`config.mk`:
```
export PLATFORM = sky130hd
export DESIGN_NAME = lat_cfg_loader
export DESIGN_NICKNAME = d
export VERILOG_FILES = /design/src/rtl/lat_cfg_pkg.sv /design/src/rtl/lat_cfg_shifter.sv /design/src/rtl/lat_cfg_loader.sv
export SDC_FILE = /design/constraint.sdc
export NUM_CORES = 1
export LEC_CHECK = 0
export CORE_MARGIN = 2
export CORE_UTILIZATION = 55
export CTS_CLUSTER_DIAMETER = 150
export DETAILED_ROUTE_END_ITERATION = 16
export GPL_TIMING_DRIVEN = 0
export PLACE_DENSITY = 0.83
export REMOVE_ABC_BUFFERS = 1
export SKIP_CTS_REPAIR_TIMING = 1
export SLEW_MARGIN = 20
export SYNTH_ARGS = -nofsm -noshare
export SYNTH_HDL_FRONTEND = slang
export SYNTH_SLANG_ARGS = --single-unit
```
`constraint.sdc`:
```
create_clock -name clk -period 3.4 [get_ports clk]
set_input_delay 0.51 -clock clk [delete_from_list [all_inputs] [get_ports clk]]
set_output_delay 0.51 -clock clk [all_outputs]
set_load 0.05 [all_outputs]
```
`src/rtl/lat_cfg_pkg.sv`:
```
// Shared types and frame layout for the look-at-table configuration loader.
package lat_cfg_pkg;

    // Loader sequencing states; encoding is visible on the state_dbg port.
    typedef enum logic [1:0] {
        ST_IDLE      = 2'd0,
        ST_CLEAR     = 2'd1,
        ST_SHIFT     = 2'd2,
        ST_WAIT_DONE = 2'd3
    } lat_cfg_state_t;

    // Frame layout: jump1..jump5 from the MSB down, clock select in the LSBs.
    localparam int JUMP_W      = 5;
    localparam int N_JUMP      = 5;
    localparam int CLKSEL_W    = 2;
    localparam int FRAME_W_DEF = N_JUMP * JUMP_W + CLKSEL_W;

    // LSB position of jump field idx (1..N_JUMP); jump1 occupies the top bits.
    function automatic int jump_lsb(input int idx);
        return CLKSEL_W + (N_JUMP - idx) * JUMP_W;
    endfunction

endpackage

```
`src/rtl/lat_cfg_shifter.sv`:
```
// Shadow copy of the accepted frame plus the bit counter that walks it
// MSB first. The serial bit is registered so it lines up with ser_en.
module lat_cfg_shifter
    import lat_cfg_pkg::*;
#(
    parameter int FRAME_W = FRAME_W_DEF
) (
    input  logic               clk,
    input  logic               reset,
    input  logic               load,
    input  logic [FRAME_W-1:0] data,
    input  logic               start,
    input  logic               step,
    output logic               bit_out,
    output logic               last
);

    localparam int CNT_W = $clog2(FRAME_W);
    localparam logic [CNT_W-1:0] TOP_IDX = CNT_W'(FRAME_W - 1);

    logic [FRAME_W-1:0] shadow;
    logic [CNT_W-1:0]   cnt;
    logic [CNT_W-1:0]   nxt_idx;

    // Index of the bit that follows the one currently on bit_out.
    assign nxt_idx = TOP_IDX - (cnt + CNT_W'(1));
    assign last    = (cnt == TOP_IDX);

    // Shadow register: captured on accept and kept for every retry.
    always_ff @(posedge clk or negedge reset) begin
        if (!reset) begin
            shadow <= '0;
        end else if (load) begin
            shadow <= data;
        end
    end

    // Bit counter and registered serial bit; start presents the MSB, step the next bit.
    always_ff @(posedge clk or negedge reset) begin
        if (!reset) begin
            cnt     <= '0;
            bit_out <= 1'b0;
        end else if (start) begin
            cnt     <= '0;
            bit_out <= shadow[TOP_IDX];
        end else if (step) begin
            cnt     <= cnt + CNT_W'(1);
            bit_out <= shadow[nxt_idx];
        end else begin
            bit_out <= 1'b0;
        end
    end

endmodule

```
`src/rtl/lat_cfg_loader.sv`:
```
// Configuration sequencer: accepts one frame from the host, serializes it
// into the SIPO, waits for its finished flag with timeout and retry, and
// holds the table FSM in reset until a frame has loaded successfully.
//
// Host handshake: a frame transfers on a rising edge where cfg_valid and
// cfg_ready are both high; cfg_data is sampled only then. The host keeps
// cfg_valid and cfg_data stable until that edge; cfg_ready never depends
// on cfg_valid combinationally.
module lat_cfg_loader
    import lat_cfg_pkg::*;
#(
    parameter int FRAME_W   = FRAME_W_DEF,
    parameter int TIMEOUT   = 64,
    parameter int MAX_RETRY = 2
) (
    input  logic               clk,
    input  logic               reset,
    input  logic [FRAME_W-1:0] cfg_data,
    input  logic               cfg_valid,
    output logic               cfg_ready,
    output logic               ser_out,
    output logic               ser_en,
    output logic               ser_clr,
    input  logic               load_done,
    output logic               fsm_hold,
    output logic               busy,
    output logic               cfg_ok,
    output logic               cfg_err,
    output logic [1:0]         retries,
    output logic [1:0]         state_dbg
);

    localparam int TW = $clog2(TIMEOUT);
    localparam logic [TW-1:0] TIMER_MAX = TW'(TIMEOUT - 1);
    localparam logic [1:0]    RETRY_MAX = 2'(MAX_RETRY);

    lat_cfg_state_t state, next_state;
    logic [TW-1:0]  timer;
    logic           shf_load, shf_start, shf_step, shf_last;
    logic           accept, success, retry, give_up;

    assign state_dbg = state;

    lat_cfg_shifter #(.FRAME_W(FRAME_W)) u_shifter (
        .clk     (clk),
        .reset   (reset),
        .load    (shf_load),
        .data    (cfg_data),
        .start   (shf_start),
        .step    (shf_step),
        .bit_out (ser_out),
        .last    (shf_last)
    );

    // State register.
    always_ff @(posedge clk or negedge reset) begin
        if (!reset) begin
            state <= ST_IDLE;
        end else begin
            state <= next_state;
        end
    end

    // Next-state and per-cycle events; load_done only counts in WAIT_DONE.
    always_comb begin
        next_state = state;
        shf_load   = 1'b0;
        shf_start  = 1'b0;
        shf_step   = 1'b0;
        accept     = 1'b0;
        success    = 1'b0;
        retry      = 1'b0;
        give_up    = 1'b0;
        case (state)
            ST_IDLE: begin
                if (cfg_valid) begin
                    accept     = 1'b1;
                    shf_load   = 1'b1;
                    next_state = ST_CLEAR;
                end
            end
            ST_CLEAR: begin
                shf_start  = 1'b1;
                next_state = ST_SHIFT;
            end
            ST_SHIFT: begin
                if (shf_last) begin
                    next_state = ST_WAIT_DONE;
                end else begin
                    shf_step = 1'b1;
                end
            end
            ST_WAIT_DONE: begin
                if (load_done) begin
                    success    = 1'b1;
                    next_state = ST_IDLE;
                end else if (timer == TIMER_MAX) begin
                    if (retries < RETRY_MAX) begin
                        retry      = 1'b1;
                        next_state = ST_CLEAR;
                    end else begin
                        give_up    = 1'b1;
                        next_state = ST_IDLE;
                    end
                end
            end
            default: next_state = ST_IDLE;
        endcase
    end

    // Registered outputs, decoded from the state being entered.
    always_ff @(posedge clk or negedge reset) begin
        if (!reset) begin
            cfg_ready <= 1'b1;
            busy      <= 1'b0;
            ser_clr   <= 1'b0;
            ser_en    <= 1'b0;
        end else begin
            cfg_ready <= (next_state == ST_IDLE);
            busy      <= (next_state != ST_IDLE);
            ser_clr   <= (next_state == ST_CLEAR);
            ser_en    <= (next_state == ST_SHIFT);
        end
    end

    // Status flags and retry count; fsm_hold drops only on a successful load.
    always_ff @(posedge clk or negedge reset) begin
        if (!reset) begin
            fsm_hold <= 1'b1;
            cfg_ok   <= 1'b0;
            cfg_err  <= 1'b0;
            retries  <= 2'd0;
        end else begin
            if (accept) begin
                fsm_hold <= 1'b1;
                cfg_ok   <= 1'b0;
                cfg_err  <= 1'b0;
                retries  <= 2'd0;
            end
            if (success) begin
                cfg_ok   <= 1'b1;
                fsm_hold <= 1'b0;
            end
            if (retry) begin
                retries <= retries + 2'd1;
            end
            if (give_up) begin
                cfg_err <= 1'b1;
            end
        end
    end

    // WAIT_DONE timer: reloaded on entry, counts only while staying in WAIT_DONE.
    always_ff @(posedge clk or negedge reset) begin
        if (!reset) begin
            timer <= '0;
        end else if (state == ST_SHIFT && shf_last) begin
            timer <= '0;
        end else if (state == ST_WAIT_DONE && next_state == ST_WAIT_DONE) begin
            timer <= timer + TW'(1);
        end
    end

endmodule

```
==> results.yml, run 1 <==
worst_setup_path:
  arrival_ns: 2.94
  start_kind: "register"
  cp_max_fo: 13
  r2r_slack_ns: 0.64
  rr_worst_depth: 8
  timing.rr.end: "u_shifter.bit_out"
  cp.required_ns: 3.58
  endpoint_kind: "register"
  crit_type: "register to register"
  r2r-start: "u_shifter.cnt[0]"
sta:
  min_period_ns: 2.76
  worst_slew_pin_slew_ns: 0.636
  rsz0062_at_grt: "false"
  finalHoldViolations: 0
  max_freq_ghz: 0.363
  slew_viol_final: 0
  maxSlewHeadroom: 0.576
  fin_worst_skew_ns: 0.00529
  setup-tns-final_ns: 0
  setup_viol: 0
  period_share: 0.811
die:
  io_pins: 43
  dieWidth_microns: 70.7
  rows: 24
  core-area_sq_um: 4320
  dieArea_sq_um: 5000
  initial_utilization: 0.567
  die_height_microns: 70.7
finish:
  fin_nets: 329
  final_common_cell: "nand2_1"
  fillers: 337
  diodes: 0
  most-common-layout-cells: "nand2_1 (96), dfrtp_1 (48), clkdlybuf4s50_1 (41)"
  area_growth_pct: 22.3
  final_util: 0.693
  drive_gt1_frac: 0.105
routing:
  detail-route-antenna-nets: 0
  dr.pass1.iters: 4
  drt_iter0_drc: 142
  vias_per_cell: 5.19
  drc: 0
  detail_route.wl_per_cell_microns: 13.2
  wl_microns: 4570
  vias: 1801
cts:
  cts_max_level: 2
  cts_root_buf: "clkbuf_8"
  cts_buffers: 5
  clkTransAtPathRegs_ns: 0.09
  cts_num_sinks: 50
  clockBufferDepth: 2
  clk_latency_ns: 0.30
  cts_tree: "yes"
synth:
  synth_area_leader_cell: "dfrtp_1"
  synthTopCellsByArea: "dfrtp_1 (49%), nand2_1 (15%), mux4_2 (5.5%), mux2i_1 (2.9%), dfstp_2 (2.1%)"
  ys_ff_latch: 50
  ys_warn_count: 0
  synth_top_area_frac: 0.490
  avgSynthCellArea_sq_um: 9.65
  synthCells: 254
  ys_seq_area_frac: 0.512
  synth_area_sq_um: 2450
  ys_types: 45
pwr:
  power.share.clock: 0.130
  p_per_area_nw_per_um2: 905
  intPower_mw: 1.61
  leakage_nw: 1.39
  netSwitchingFraction: 0.405
  combPwrFrac: 0.478
  p_sw_mw: 1.10
  power_frac_seq: 0.393
  ir_worst_vdd_mv: 0.463
grt:
  grt_max_degree: 34
  antenna_found_initial: 0
  grt_pass1_wl_microns: 8020
  overflow: 0
  grt_usage: 0.205
  grt_pass1_vias: 1780
hold_path:
  hp-class: "input pin to asynchronous set/reset pin"
placed_design:
  dp_hpwl_microns: 3230
  io_buffers: 42
  gp_congestion: 0.839
status:
  status: "completed"
run:
  cap_violations: 0
[power groups by stage]
stage	registers [mW]	clock network, mW	logic [mW]
after floorplan	1.16	0	0.860
after global placement	1.06	0	1.26
after detailed placement	1.07	0	1.30
after CTS	1.06	0.363	1.31
after global routing	1.10	0.381	1.44
final	1.06	0.351	1.30
[cell usage after synthesis (all sizes together)]
cell    instances
nand3           5
nor3b           2
dfrtp          48
mux2i           7
or2             1
xor2            5
ha              4
buf             6
and3b           1
a221oi          1
o21a            1
mux2            1
inv             8
xnor2           5
o21ai           9
nand2          97
a21oi           6
a211oi          1
or3             1
clkbuf          5
o31ai           2
mux4            6
a21boi          1
and2            1
a22o            1
o211ai          1
nor2           13
nor3            2
nand4           2
nand2b          3
nand3b          3
nor2b           2
dfstp           2
a22oi           1
[sequential cells by signal (all words and copies together), names as in the netlist]
name               cells
u_shifter.shadow      27
timer                  6
u_shifter.cnt          5
retries                2
state_dbg              2
busy                   1
cfg_err                1
cfg_ok                 1
cfg_ready              1
fsm_hold               1
ser_clr                1
ser_en                 1
u_shifter.bit_out      1
[layout make-up]
class	instances	area, sq um	area share
repair buffers	44	447	0.149
flip-flops and latches	50	1250	0.419
clock buffers	7	86.3	0.0288
inverters	8	30.0	0.0100
well taps	52	65.1	0.0217
multi-input cells	185	1110	0.370
clock inverters	1	5.00	0.00167
[worst max-delay path, stage by stage, from the launching register on]
cell and delay [ns]:
dfrtp_1 0.76, inv_1 0.19, ha_1 0.60, a21oi_2 0.10, a211oi_2 0.28, xnor2_2 0.20
mux2i_1 0.14, o31ai_2 0.25, a22oi_1 0.12
[routing by layer]
| metal | vias up | track usage | part of all wire |
|---|---|---|---|
| li1 | 903 | - | - |
| met1 | 852 | 0.278 | 0.46 |
| met2 | 42 | 0.325 | 0.49 |
| met3 | 4 | 0.0484 | 0.042 |
| met4 | 0 | 0.0755 | 0.013 |
| met5 | - | 0 | 0 |
[per-stage QoR]
stage	setup slack, ns	instances	power (mW)	area, sq um	hold slack (ns)
6_report	0.644	347	2.71	3000	0.129
5_1_grt	0.412	347	2.92	3000	0.151
4_1_cts	0.615	347	2.73	3000	0.141
3_5_place_dp	0.639	339	2.37	2900	0.457
3_3_place_gp	0.390	337	2.32	2880	0.453
2_1_floorplan	1.02	243	2.02	2390	0.214
[logic make-up (layout without fill, tap and decap cells)]
logic type | count (synthesis) | after routing | synth area share
buffers and inverters | 19 | 60 | 0.0368
AND/OR/NAND/NOR | 133 | 133 | 0.236
AO/OA/AOI/OAI | 24 | 24 | 0.0674
multiplexers | 14 | 14 | 0.0884
flip-flops | 50 | 50 | 0.512
XOR/XNOR | 10 | 10 | 0.0388
adder cells (fa/ha/maj) | 4 | 4 | 0.0204
[how the worst max path moves through the flow]
stage	slack [ns]	to	start	cells past startpoint
floorplan	1.02	u_shifter.bit_out	u_shifter.cnt[0]	8
global placement	0.39	u_shifter.cnt[2]	cfg_valid	7
detailed placement	0.64	u_shifter.bit_out	u_shifter.cnt[0]	8
CTS	0.62	u_shifter.bit_out	u_shifter.cnt[0]	8
global route	0.41	u_shifter.bit_out	u_shifter.cnt[0]	8
finish	0.64	u_shifter.bit_out	u_shifter.cnt[0]	8
(Power assumes the default switching activity.)
==> run 2: changes to the inputs <==
CORE_UTILIZATION = 47   (was 55)
PLACE_DENSITY = 0.75   (was 0.83)
clock period = 2.3 ns   (was 3.4 ns; I/O delays follow)
==> run 2 against run 1 <==
  * The flow now finishes with violations (negative hold slack)
  * Clock power increased by 82%
  * Non-clock buffer count grew 2
  * Sequential share of layout area is 1.0 points lower
  * Global-route usage down 3.9 points
  * Highest routed layer unchanged
==> results.yml, run 2 (synthesis gave the netlist of run 1 again) <==
status:
  status: "finished with violations"
  violations: "negative hold slack"
sta:
  maxSlewHeadroom: 0.637
  hold_slack_ns: -0.0154
  rsz0062_at_grt: "false"
  worst_slew_pin_slew_ns: 0.544
  min_period_ns: 2.10
  setup_viol: 0
  max_freq_ghz: 0.476
  finalHoldViolations: 18
  setup-tns-final_ns: 0
  period_share: 0.914
  slew_viol_final: 0
  fin_worst_skew_ns: 0.00515
worst_setup_path:
  cp_max_fo: 10
  start_kind: "register"
  crit_type: "register to register"
  crit_path_max_incr_delay_ns: 0.47
  arrival_ns: 2.33
  crit_slowest_cell: "dfrtp_4"
  cp.required_ns: 2.53
  path_cells: "inv_1 -> ha_4 -> a21oi_2 -> a211oi_2 -> xnor2_2 -> mux2i_1 -> o31ai_2 -> a22oi_1"
  endpoint_kind: "register"
grt:
  grt_usage: 0.165
  overflow: 0
  grt_pass1_vias: 1706
  grt_pass1_wl_microns: 7760
  grt_max_degree: 31
  antenna_found_initial: 0
finish:
  largest-register: "u_shifter.shadow"
  diodes: 0
  final_util: 0.607
  area_growth_pct: 25.8
  most-common-layout-cells: "nand2_1 (96), dfrtp_1 (46), clkdlybuf4s50_1 (41)"
  stdcell_count: 367
  fin_nets: 331
  drive_gt1_frac: 0.128
  final_common_cell: "nand2_1"
  largest_register_ffs: 27
  top_regs: "u_shifter.shadow x27, timer x6, u_shifter.cnt x5"
  fillers: 436
routing:
  drc: 0
  wl_microns: 4470
  vias: 1807
  drt_iter0_drc: 98
  detail-route-antenna-nets: 0
  vias_per_cell: 4.92
  detail_route.wl_per_cell_microns: 12.2
  dr.pass1.iters: 4
cts:
  clk_latency_ns: 0.31
  cts_max_level: 2
  cts_buffers: 5
  clockBufferDepth: 2
  cts_tree: "yes"
  cts_num_sinks: 50
  cts_root_buf: "clkbuf_8"
  clkTransAtPathRegs_ns: 0.10
die:
  core-area_sq_um: 5070
  dieWidth_microns: 76.2
  dieArea_sq_um: 5810
  initial_utilization: 0.483
  io_pins: 43
  die_height_microns: 76.2
  rows: 26
pwr:
  ir_worst_vdd_mv: 0.703
  intPower_mw: 2.54
  total_power_mw: 4.19
  power_frac_seq: 0.368
  leakage_nw: 1.41
  power.share.clock: 0.152
  p_per_area_nw_per_um2: 1360
  netSwitchingFraction: 0.394
  p_sw_mw: 1.65
  combPwrFrac: 0.480
placed_design:
  dp_cells: 357
  gp_congestion: 0.870
  dp_hpwl_microns: 3170
  io_buffers: 42
run:
  cap_violations: 0
hold_path:
  hp-class: "input pin to asynchronous set/reset pin"
[run 2: worst paths after layout]
check / from / endpoint / slack, ns / cells after the start
hold / removal: reset / u_shifter.cnt[4] / -0.02 / 1
hold reg to reg: u_shifter.shadow[13] / u_shifter.shadow[13] / 0.48 / 2
setup / recovery: u_shifter.cnt[0] / u_shifter.bit_out / 0.20 / 8
setup reg to reg: u_shifter.cnt[0] / u_shifter.bit_out / 0.20 / 8
max in group asynchronous: reset / cfg_ok / 1.80 / 2
min in group clk: u_shifter.shadow[13] / u_shifter.shadow[13] / 0.48 / 2
[run 2: routing by layer]
layer	track usage	vias to the layer above	wire, microns
met2	0.271	32	2170
li1	-	915	-
met5	0	-	0
met1	0.215	853	2080
met3	0.0379	7	149
met4	0.0655	0	68
[run 2: critical path, delay by kind of cell (launching register included)]
kind	cells	cell delay, ns
xor gates and xnor gates	1	0.20
buffers and inverters	1	0.11
adders and majority gates	1	0.37
DFF	1	0.47
AOI/OAI and AO/OA	4	0.60
muxes	1	0.26
[run 2: final cells by class]
cell class | instances | area, sq um | share of cell area
sequential | 50 | 1260 | 0.408
multi-input combinational | 185 | 1120 | 0.365
timing repair buffer | 46 | 465 | 0.151
tap | 70 | 87.6 | 0.0284
clock buffer | 5 | 68.8 | 0.0223
clock inverter | 3 | 47.5 | 0.0154
inverter | 8 | 30.0 | 0.00974
[run 2: power groups by stage]
stage	Sequential [mW]	Combinational (mW)	Clock [mW]
floorplan	1.72	1.27	0
global placement	1.56	1.86	0
detailed placement	1.58	1.92	0
CTS	1.56	1.93	0.651
global route	1.60	2.23	0.692
finish	1.54	2.01	0.638
[run 2: through the flow]
step | setup WS (ns) | area, sq um
final | 0.198 | 3080
after global routing | 0.0281 | 3080
after CTS | -0.508 | 3050
after detailed placement | -0.464 | 2930
after global placement | -0.559 | 2900
after floorplan | -0.0761 | 2390
